<file path="config.mk">
export PLATFORM = sky130hd
export DESIGN_NAME = pipelined_addsub
export DESIGN_NICKNAME = d
export VERILOG_FILES = /design/src/rtl/pipelined_addsub.sv
export SDC_FILE = /design/constraint.sdc
export NUM_CORES = 1
export LEC_CHECK = 0
export ABC_AREA = 1
export BUFFER_PORTS_ARGS = -buffer_cell sky130_fd_sc_hd__clkbuf_2
export CORE_MARGIN = 5
export CORE_UTILIZATION = 59
export CTS_BUF_LIST = sky130_fd_sc_hd__clkbuf_8
export DETAILED_ROUTE_END_ITERATION = 6
export HOLD_SLACK_MARGIN = 0.02
export PLACE_DENSITY = 0.81
export SLEW_MARGIN = 20
export SYNTH_ARGS = -nofsm -noshare
export SYNTH_HDL_FRONTEND = slang
export SYNTH_SLANG_ARGS = --single-unit
export TNS_END_PERCENT = 10
</file>
<file path="constraint.sdc">
create_clock -name clk -period 7.9 [get_ports clk]
set_input_delay 1.975 -clock clk [delete_from_list [all_inputs] [get_ports clk]]
set_output_delay 1.975 -clock clk [all_outputs]
set_load 0.02 [all_outputs]
</file>
<file path="src/rtl/pipelined_addsub.sv">
// pipelined_addsub
//   Pipelined adder/subtractor/comparator. The WIDTH-bit ripple-carry chain is
//   cut into SEG registered segments, so one operation completes in SEG cycles
//   at a rate of one result per cycle. Valid/ready handshake on both sides.
//
//   Operations (op): 00 ADD, 01 SUB, 11 SLT (signed), 10 SLTU (unsigned).
//   Flags (zero, overflow, cout) always describe the adder sum, whatever the op.
//
//   Optional feature: define ADDSUB_STICKY_OVF_EN to build the sticky overflow
//   flag. When undefined, sticky_ovf is tied low and ovf_clear is ignored.
//
// Ports
//   clk        in   clock, rising edge
//   reset      in   asynchronous, active-high reset
//   in_valid   in   operand beat valid
//   in_ready   out  beat accepted this cycle (combinational from output side)
//   a, b       in   WIDTH-bit operands
//   op         in   operation select
//   out_valid  out  result beat valid
//   out_ready  in   consumer accepts the result
//   result     out  sum/difference or zero-extended compare bit
//   zero       out  adder sum is all zero
//   overflow   out  signed overflow of the adder
//   cout       out  carry out of the adder MSB
//   ovf_clear  in   clears sticky_ovf
//   sticky_ovf out  sticky ADD/SUB overflow flag
module pipelined_addsub #(
  parameter int WIDTH = 32,
  parameter int SEG   = 4
) (
  input  logic             clk,
  input  logic             reset,
  input  logic             in_valid,
  output logic             in_ready,
  input  logic [WIDTH-1:0] a,
  input  logic [WIDTH-1:0] b,
  input  logic [1:0]       op,
  output logic             out_valid,
  input  logic             out_ready,
  output logic [WIDTH-1:0] result,
  output logic             zero,
  output logic             overflow,
  output logic             cout,
  input  logic             ovf_clear,
  output logic             sticky_ovf
);

  localparam int SW = WIDTH / SEG;

  function automatic logic [SW:0] seg_add(input logic [SW-1:0] x,
                                          input logic [SW-1:0] y,
                                          input logic          cin);
    return {1'b0, x} + {1'b0, y} + {{SW{1'b0}}, cin};
  endfunction

  function automatic logic slt_bit(input logic sum_msb,
                                   input logic ovf,
                                   input logic a_msb);
    return (sum_msb & ~ovf) | (a_msb & ovf);
  endfunction

  // The whole pipeline moves together; it only stalls when the output
  // register holds a beat the consumer is not taking.
  logic adv;
  assign adv      = ~out_valid | out_ready;
  assign in_ready = adv;

  // *_p[k] is what segment k works on: index 0 comes straight from the
  // inputs, index k>0 from the register after segment k-1.
  logic [WIDTH-1:0] a_p   [SEG];
  logic [WIDTH-1:0] bx_p  [SEG];
  logic [WIDTH-1:0] sum_p [SEG];
  logic             c_p   [SEG];
  logic             vld_p [SEG];
  logic [1:0]       op_p  [SEG];

  logic invert;
  assign invert = op[0] | op[1];

  assign a_p[0]   = a;
  assign bx_p[0]  = invert ? ~b : b;
  assign sum_p[0] = '0;
  assign c_p[0]   = invert;
  assign vld_p[0] = in_valid;
  assign op_p[0]  = op;

  genvar k;
  generate
    for (k = 0; k < SEG - 1; k++) begin : g_stage
      logic [SW:0]      seg;
      logic [WIDTH-1:0] sum_nxt;
      logic [WIDTH-1:0] a_q, bx_q, sum_q;
      logic             c_q, vld_q;
      logic [1:0]       op_q;

      always_comb begin
        seg                  = seg_add(a_p[k][k*SW +: SW], bx_p[k][k*SW +: SW], c_p[k]);
        sum_nxt              = sum_p[k];
        sum_nxt[k*SW +: SW]  = seg[SW-1:0];
      end

      // ---- stage k register boundary ----
      always_ff @(posedge clk or posedge reset) begin
        if (reset)    vld_q <= 1'b0;
        else if (adv) vld_q <= vld_p[k];
      end

      always_ff @(posedge clk) begin
        if (adv) begin
          a_q   <= a_p[k];
          bx_q  <= bx_p[k];
          sum_q <= sum_nxt;
          c_q   <= seg[SW];
          op_q  <= op_p[k];
        end
      end

      assign a_p[k+1]   = a_q;
      assign bx_p[k+1]  = bx_q;
      assign sum_p[k+1] = sum_q;
      assign c_p[k+1]   = c_q;
      assign vld_p[k+1] = vld_q;
      assign op_p[k+1]  = op_q;
    end
  endgenerate

  // Last segment: finish the sum and derive result and flags.
  logic [SW:0]      seg_f;
  logic [WIDTH-1:0] sum_f;
  logic [WIDTH-1:0] res_f;
  logic             a_msb, cin_msb, ovf_f;

  always_comb begin
    seg_f                       = seg_add(a_p[SEG-1][(SEG-1)*SW +: SW],
                                          bx_p[SEG-1][(SEG-1)*SW +: SW], c_p[SEG-1]);
    sum_f                       = sum_p[SEG-1];
    sum_f[(SEG-1)*SW +: SW]     = seg_f[SW-1:0];
    a_msb                       = a_p[SEG-1][WIDTH-1];
    // Carry into the MSB recovered from the MSB sum bit and its operands.
    cin_msb                     = a_msb ^ bx_p[SEG-1][WIDTH-1] ^ sum_f[WIDTH-1];
    ovf_f                       = cin_msb ^ seg_f[SW];
    res_f                       = '0;
    case (op_p[SEG-1])
      2'b11:   res_f[0] = slt_bit(sum_f[WIDTH-1], ovf_f, a_msb);
      2'b10:   res_f[0] = ~seg_f[SW];
      default: res_f    = sum_f;
    endcase
  end

  // ---- output register boundary ----
  always_ff @(posedge clk or posedge reset) begin
    if (reset) begin
      out_valid <= 1'b0;
      result    <= '0;
      zero      <= 1'b0;
      overflow  <= 1'b0;
      cout      <= 1'b0;
    end else if (adv) begin
      out_valid <= vld_p[SEG-1];
      if (vld_p[SEG-1]) begin
        result   <= res_f;
        zero     <= ~|sum_f;
        overflow <= ovf_f;
        cout     <= seg_f[SW];
      end
    end
  end

`ifdef ADDSUB_STICKY_OVF_EN
  logic addsub_q;

  // Set has priority over clear when both happen at the same edge.
  always_ff @(posedge clk or posedge reset) begin
    if (reset) begin
      addsub_q   <= 1'b0;
      sticky_ovf <= 1'b0;
    end else begin
      if (adv && vld_p[SEG-1]) addsub_q <= ~op_p[SEG-1][1];
      if (out_valid && out_ready && addsub_q && overflow) sticky_ovf <= 1'b1;
      else if (ovf_clear)                                 sticky_ovf <= 1'b0;
    end
  end
`else
  logic unused_clear;
  assign unused_clear = ovf_clear;
  assign sticky_ovf   = 1'b0;
`endif

endmodule

</file>
Word level (Yosys, flattened, before mapping)
Cells that the tools add are included. Widths: inputs -> output; s select.

Word-level logic and storage cells: 52. Register bits: 288. Bits of input ports: 71.

Bitwise logic cells: 12. Reduce and logical (&&, ||, !) cells: 4. Multiplexer cells: 3. Add/subtract/negate cells: 8. Equality and inequality tests: 2.

Operator list (number): $add 8x8->9 (4); $add 9x1->9 (4); $mux 32 (1); $not 32->32 (1); $reduce_or 32->1 (1); $mux 31 (1); $eq 2x2->1 const B (2); $not 1->1 (3); $or 1x1->1 (3); $xor 1x1->1 (3); $and 1x1->1 (2); $pmux 1 s2 (1); $reduce_and 2->1 (1); $reduce_or 2->1 (1); $logic_not 1->1 (1).

Logic depth before layout (Yosys ltp)
Gate-level depths: netlist of run 1.

Depth in word-level cells: 8. Mapped depth: 14. Gate-level depth less buffers: 14.

Worst setup path after synthesis of run 1
No wires, ideal clock.

Path kind: input-to-output. Start point: input out_ready. End point: output in_ready. Stages on the path: 2. Arrival time: 5187 ps. Path buffers: 0. Data required time: 5925 ps. Path slack: 738 ps. Path through: nor2_1 -> inv_1.

Word-level cells in the longest chain between the ends: 1.

Ends and longest elaborated chain: start, declared (RTL line 39) `input logic out_ready,`; $or 1x1->1 (RTL line 65) `assign adv = ~out_valid | out_ready;`; end, declared (RTL line 34) `output logic in_ready,`.

No other way between the ends.

Worst setup path in the final report of run 1
Same ends and word-level chain as after synthesis.

==> qor.csv, run 1 <==
metric,value,unit
area of the multi-input gates,0.00202,mm2
GRT Util Overall,17.4,%
routed via count,4611,
Compound-Gate Fraction of Synth Area,3.94,%
critical path class,primary input to output pin,
port bufs,106,
"Min Clock Period, post-route",5.12,ns
"Setup Fix Bufs, Post-CTS",0,
vias in the first global route,4593,
post-detailed-route DRC marker count,0,
sequential area share after synthesis,70.2,%
final hold vios,0,
CTS tree,done,
fillers,965,
Mapped Cells,602,
hold_buf cts,0,
Mapped Area,0.00793,mm2
final wirelength,13000,um
crit-path most repeated cell,clkbuf_2,
# IOs,109,
full die area,0.0159,mm2
initial antenna violation count,0,
Peak Freq,195,MHz
Crit path largest cell delay,0.39,ns
CP Launch Type,primary input,
Syn Area/Cell,13.2,um2
Static Leak,4.01,nW
Rel. slew slack,33.0,%
Buf/Inv on CP,3,
cell row count,42,
Initial Util,60.1,%
pin count of the biggest net entering global routing,96,
router iterations before antenna repair,5,
clk sink count,192,
Critical Path Sink Type,output pin,
Worst-Skew Late Latency,0.45,ns
post_cts resized,0,
Detail Route Antenna Nets,0,
Worst EP arrival,3.15,ns
yosys warns,0,
post-synthesis mux area share,0,%
design area,0.00898,mm2
"CP delay by family, top",buffers and inverters,
HPWL after DPL,9360,um
main combinational cell family by area after synthesis,simple AND/OR/NAND/NOR gates,
clk_skew,0.0159,ns
H-tree Lvls,4,
final period utilization,64.8,%
CP Cell Sequence,clkbuf_2 > nor2_1 > inv_6 > clkbuf_2,
total chip power,3.24,mW
Congestion Overflow GR,0,
PD cells,361,mW/mm2
RSZ-0062 raised after global routing,no,
Critical Path RT,5.93,ns
vias per inst,5.09,
clock buffer depth,2,
register area,0.00557,mm2
# diodes,0,
Die H,126,um
core area,0.0132,mm2
final-report setup violation count,0,
Worst path slowest cell,nor2_1,
Starting DRT DRC Count,256,
final layout net count,823,
Tightest Pin Transition,1.00,ns
gpl congestion,0.861,
adder-cell share of the synthesized area,6.18,%
wire length per cell,14.4,um
number of unique standard cell types used by synthesis,29,
Synth Area in XOR/XNOR,5.85,%
global-route wire length before repair,21700,um
Area Overhead vs Synth,13.2,%
Setup TNS Final,0,ns
layout cells sized above 1,20.0,%
#FFs+latches synth,192,
clk root buf,clkbuf_8,
final slew viol count,0,
die width,126,um
Placement Cell Area,0.00864,mm2
post-synth net total,708,
status,completed,
Max Fanout on Critical Path,95,
Hold WC Path Type,register to register,
Max IR drop VDD,0.000140,V
Simple-Gate Fraction of Synth Area,9.45,%
Max Cap Viol,0,
clock slew at reported path FFs,0.09,ns
TritonCTS Buffers,17,
[cell type report]
cell class | count | area share [%]
Sequential cell | 192 | 62.1
Multi-Input combinational cell | 325 | 22.5
Clock buffer | 17 | 2.61
Inverter | 73 | 3.11
Timing Repair Buffer | 108 | 6.08
Clock inverter | 15 | 1.16
Tap cell | 176 | 2.45
[path summary, 6_finish.rpt]
path                                         start                  end  slack (ns)  cells past startpoint
worst max-delay path                     out_ready             in_ready        2.78                      4
worst min-delay path            g_stage[1].a_q[26]   g_stage[2].a_q[26]        0.42                      0
worst max register to register           out_valid  g_stage[0].bx_q[11]        5.63                      4
worst min register to register  g_stage[1].a_q[26]   g_stage[2].a_q[26]        0.42                      0
max in group asynchronous                    reset           result[22]        5.94                      3
min in group asynchronous                    reset             overflow        1.61                      3
[placed cells by master, fill, tap and decap left out, types with 21 or more instances in the layout]
cell / count
inv_1: 72
a21oi_1: 21
o21ai_0: 28
nand2_1: 117
dfrtp_1: 39
edfxtp_1: 153
clkbuf_2: 106
nand3_1: 26
xor2_1: 46
ha_1: 28
[cell families (layout without fill, tap and decap cells)]
logic type,after synthesis,in the layout
AO/OA/AOI/OAI,58,58
XOR/XNOR,53,53
adder cells (fa/ha/maj),35,35
buffers and inverters,85,213
flip-flops,192,192
other,1,1
AND/OR/NAND/NOR,178,178
[cell usage after synthesis]
cell | instances | area (um2)
edfxtp_1 | 153 | 4590
nand3_1 | 26 | 130
inv_1 | 72 | 270
nor2_2 | 2 | 12.5
nand2_1 | 118 | 443
o21ai_1 | 1 | 5.00
nand2_2 | 2 | 12.5
dfrtp_1 | 39 | 976
conb_1 | 1 | 3.75
or2_4 | 1 | 8.76
inv_2 | 1 | 3.75
xnor2_1 | 7 | 61.3
ha_1 | 28 | 350
a21oi_1 | 21 | 105
fa_1 | 7 | 140
o21ai_2 | 1 | 8.76
o21bai_1 | 1 | 7.51
buf_4 | 4 | 30.0
xor2_1 | 46 | 403
nor2_1 | 14 | 52.6
o21ai_0 | 28 | 140
o211ai_1 | 4 | 30.0
nand4_1 | 8 | 50.1
a21o_1 | 1 | 7.51
buf_2 | 5 | 25.0
nand3_2 | 1 | 10.0
nor3_1 | 6 | 30.0
clkbuf_1 | 3 | 11.3
a21oi_2 | 1 | 8.76
[sequential cells by signal, summed over array words and instances, names as in the netlist]
name           count
g_stage.c_q        3
result            32
g_stage.op_q       6
out_valid          1
g_stage.vld_q      3
g_stage.bx_q      48
g_stage.sum_q     48
zero               1
cout               1
g_stage.a_q       48
overflow           1
[per-stage QoR]
stage          util [%]  setup WS, ns  instances  hold slack (ns)
2_1_floorplan         -         0.738        602            0.400
3_3_place_gp       65.5          2.86        874            0.401
3_5_place_dp       65.5          2.78        874            0.405
4_1_cts            68.1          2.78        906            0.420
5_1_grt            68.1          2.71        906            0.428
6_report           68.1          2.78        906            0.415
[report_power, final]
part	switching [mW]	internal (mW)
clock	0.307	0.240
combinational	0.673	0.335
sequential	0.136	1.55
total	1.12	2.12
[layer usage]
layer | GRT usage, % | routed length [um] | up-vias
met4 | 6.81 | 191 | 0
li1 | - | - | 2270
met5 | 0 | 0 | -
met3 | 3.90 | 749 | 13
met1 | 21.8 | 5330 | 2186
met2 | 29.8 | 6760 | 142
(Power assumes the default switching activity.)
==> run 2, diff against run 1 <==
CORE_UTILIZATION = 54   (was 59)
PLACE_DENSITY = 0.78   (was 0.81)
clock period = 4.6 ns   (was 7.9 ns; I/O delays follow)
==> qor.csv, run 2 (synthesis gave the netlist of run 1 again) <==
metric,value,unit
Tightest Pin Transition,0.824,ns
post-detailed-route DRC marker count,0,
gpl congestion,0.857,
hold_buf cts,0,
wl on met1,5570,um
Hold WC Path Type,register to register,
vias in the first global route,4705,
die width,131,um
PD cells,632,mW/mm2
clock slew at reported path FFs,0.09,ns
port bufs,106,
HPWL after DPL,9660,um
final layout net count,824,
TritonCTS Buffers,17,
final-report setup violation count,0,
design area,0.00907,mm2
Placement Cell Area,0.00867,mm2
final setup margin,1.43,ns
Area Overhead vs Synth,14.3,%
CTS tree,done,
GRT Util Overall,15.8,%
Worst-Skew Late Latency,0.45,ns
# IOs,109,
most frequent cells in the layout,"153 x edfxtp_1, 117 x nand2_1, 106 x clkbuf_2, 72 x inv_1, 46 x xor2_1",
Initial Util,54.8,%
Worst EP arrival,2.02,ns
wire length per cell,14.6,um
"Min Clock Period, post-route",3.17,ns
Critical Path RT,3.45,ns
router iterations before antenna repair,5,
post_cts resized,0,
"Setup Fix Bufs, Post-CTS",0,
core area,0.0145,mm2
clk_skew,0.0118,ns
Static Leak,4.03,nW
clock buffer depth,2,
met3 wire len,636,um
routed via count,4614,
RSZ-0062 raised after global routing,no,
Peak Freq,315,MHz
clk sink count,192,
vias per inst,5.04,
full die area,0.0172,mm2
Setup TNS Final,0,ns
fillers,1138,
Setup WS pre-CTS,1.21,ns
CP Launch Type,primary input,
final hold vios,0,
Critical Path Sink Type,output pin,
total chip power,5.74,mW
pin count of the biggest net entering global routing,159,
cell row count,44,
critical path class,primary input to output pin,
final slew viol count,0,
initial antenna violation count,0,
Starting DRT DRC Count,320,
Congestion Overflow GR,0,
Max Cap Viol,0,
status,completed,
"commonest non-fill, non-tap cell in the layout",edfxtp_1,
met2 WL,6840,um
Detail Route Antenna Nets,0,
final cell count without fillers,915,
# diodes,0,
top flop regs,"g_stage.a_q (48), g_stage.bx_q (48), g_stage.sum_q (48)",
clk root buf,clkbuf_8,
Rel. slew slack,45.1,%
global-route wire length before repair,22000,um
layout cells sized above 1,20.4,%
Die H,131,um
H-tree Lvls,4,
final period utilization,69.0,%
Hold WS,0.421,ns
"Core Util, Final",62.6,%
dpl cells,883,
final wirelength,13300,um
top layer reached by signal wires,met4,
Max Fanout on Critical Path,4,
Max IR drop VDD,0.000279,V
==> run 2: worst paths after layout <==
path	startpoint	to	slack [ns]	depth (start not counted)
max in group asynchronous	reset	result[9]	3.48	3
setup reg to reg	g_stage[2].bx_q[24]	result[0]	2.40	12
setup / recovery	out_ready	in_ready	1.43	4
min in group asynchronous	reset	result[30]	0.78	3
hold reg to reg	g_stage[1].a_q[26]	g_stage[2].a_q[26]	0.42	0
hold / removal	g_stage[1].a_q[26]	g_stage[2].a_q[26]	0.42	0
==> run 2: where the power goes <==
part / switching, mW / internal, mW / total [mW]
clock network: 0.550 / 0.533 / 1.08
logic: 1.18 / 0.583 / 1.76
registers: 0.230 / 2.66 / 2.89
==> run 2: metal layers <==
| metal | vias up | track usage [%] |
|---|---|---|
| met5 | - | 0 |
| met4 | 0 | 7.10 |
| met3 | 21 | 4.17 |
| met2 | 139 | 26.8 |
| met1 | 2179 | 19.1 |
| li1 | 2275 | - |
==> run 2: critical path, cell delays in order <==
cell and delay [ns]:
clkbuf_2 0.08, nor2_1 0.34, clkinvlp_4 0.23, clkbuf_2 0.22
==> run 2: final cells by class <==
type	count	area [um2]	share of cell area (%)
clock buffer	17	234	2.58
clock inverter	15	168	1.85
inverter	73	278	3.06
multi-input combinational	325	2020	22.3
sequential	192	5570	61.4
tap	184	230	2.54
timing repair buffer	109	566	6.24
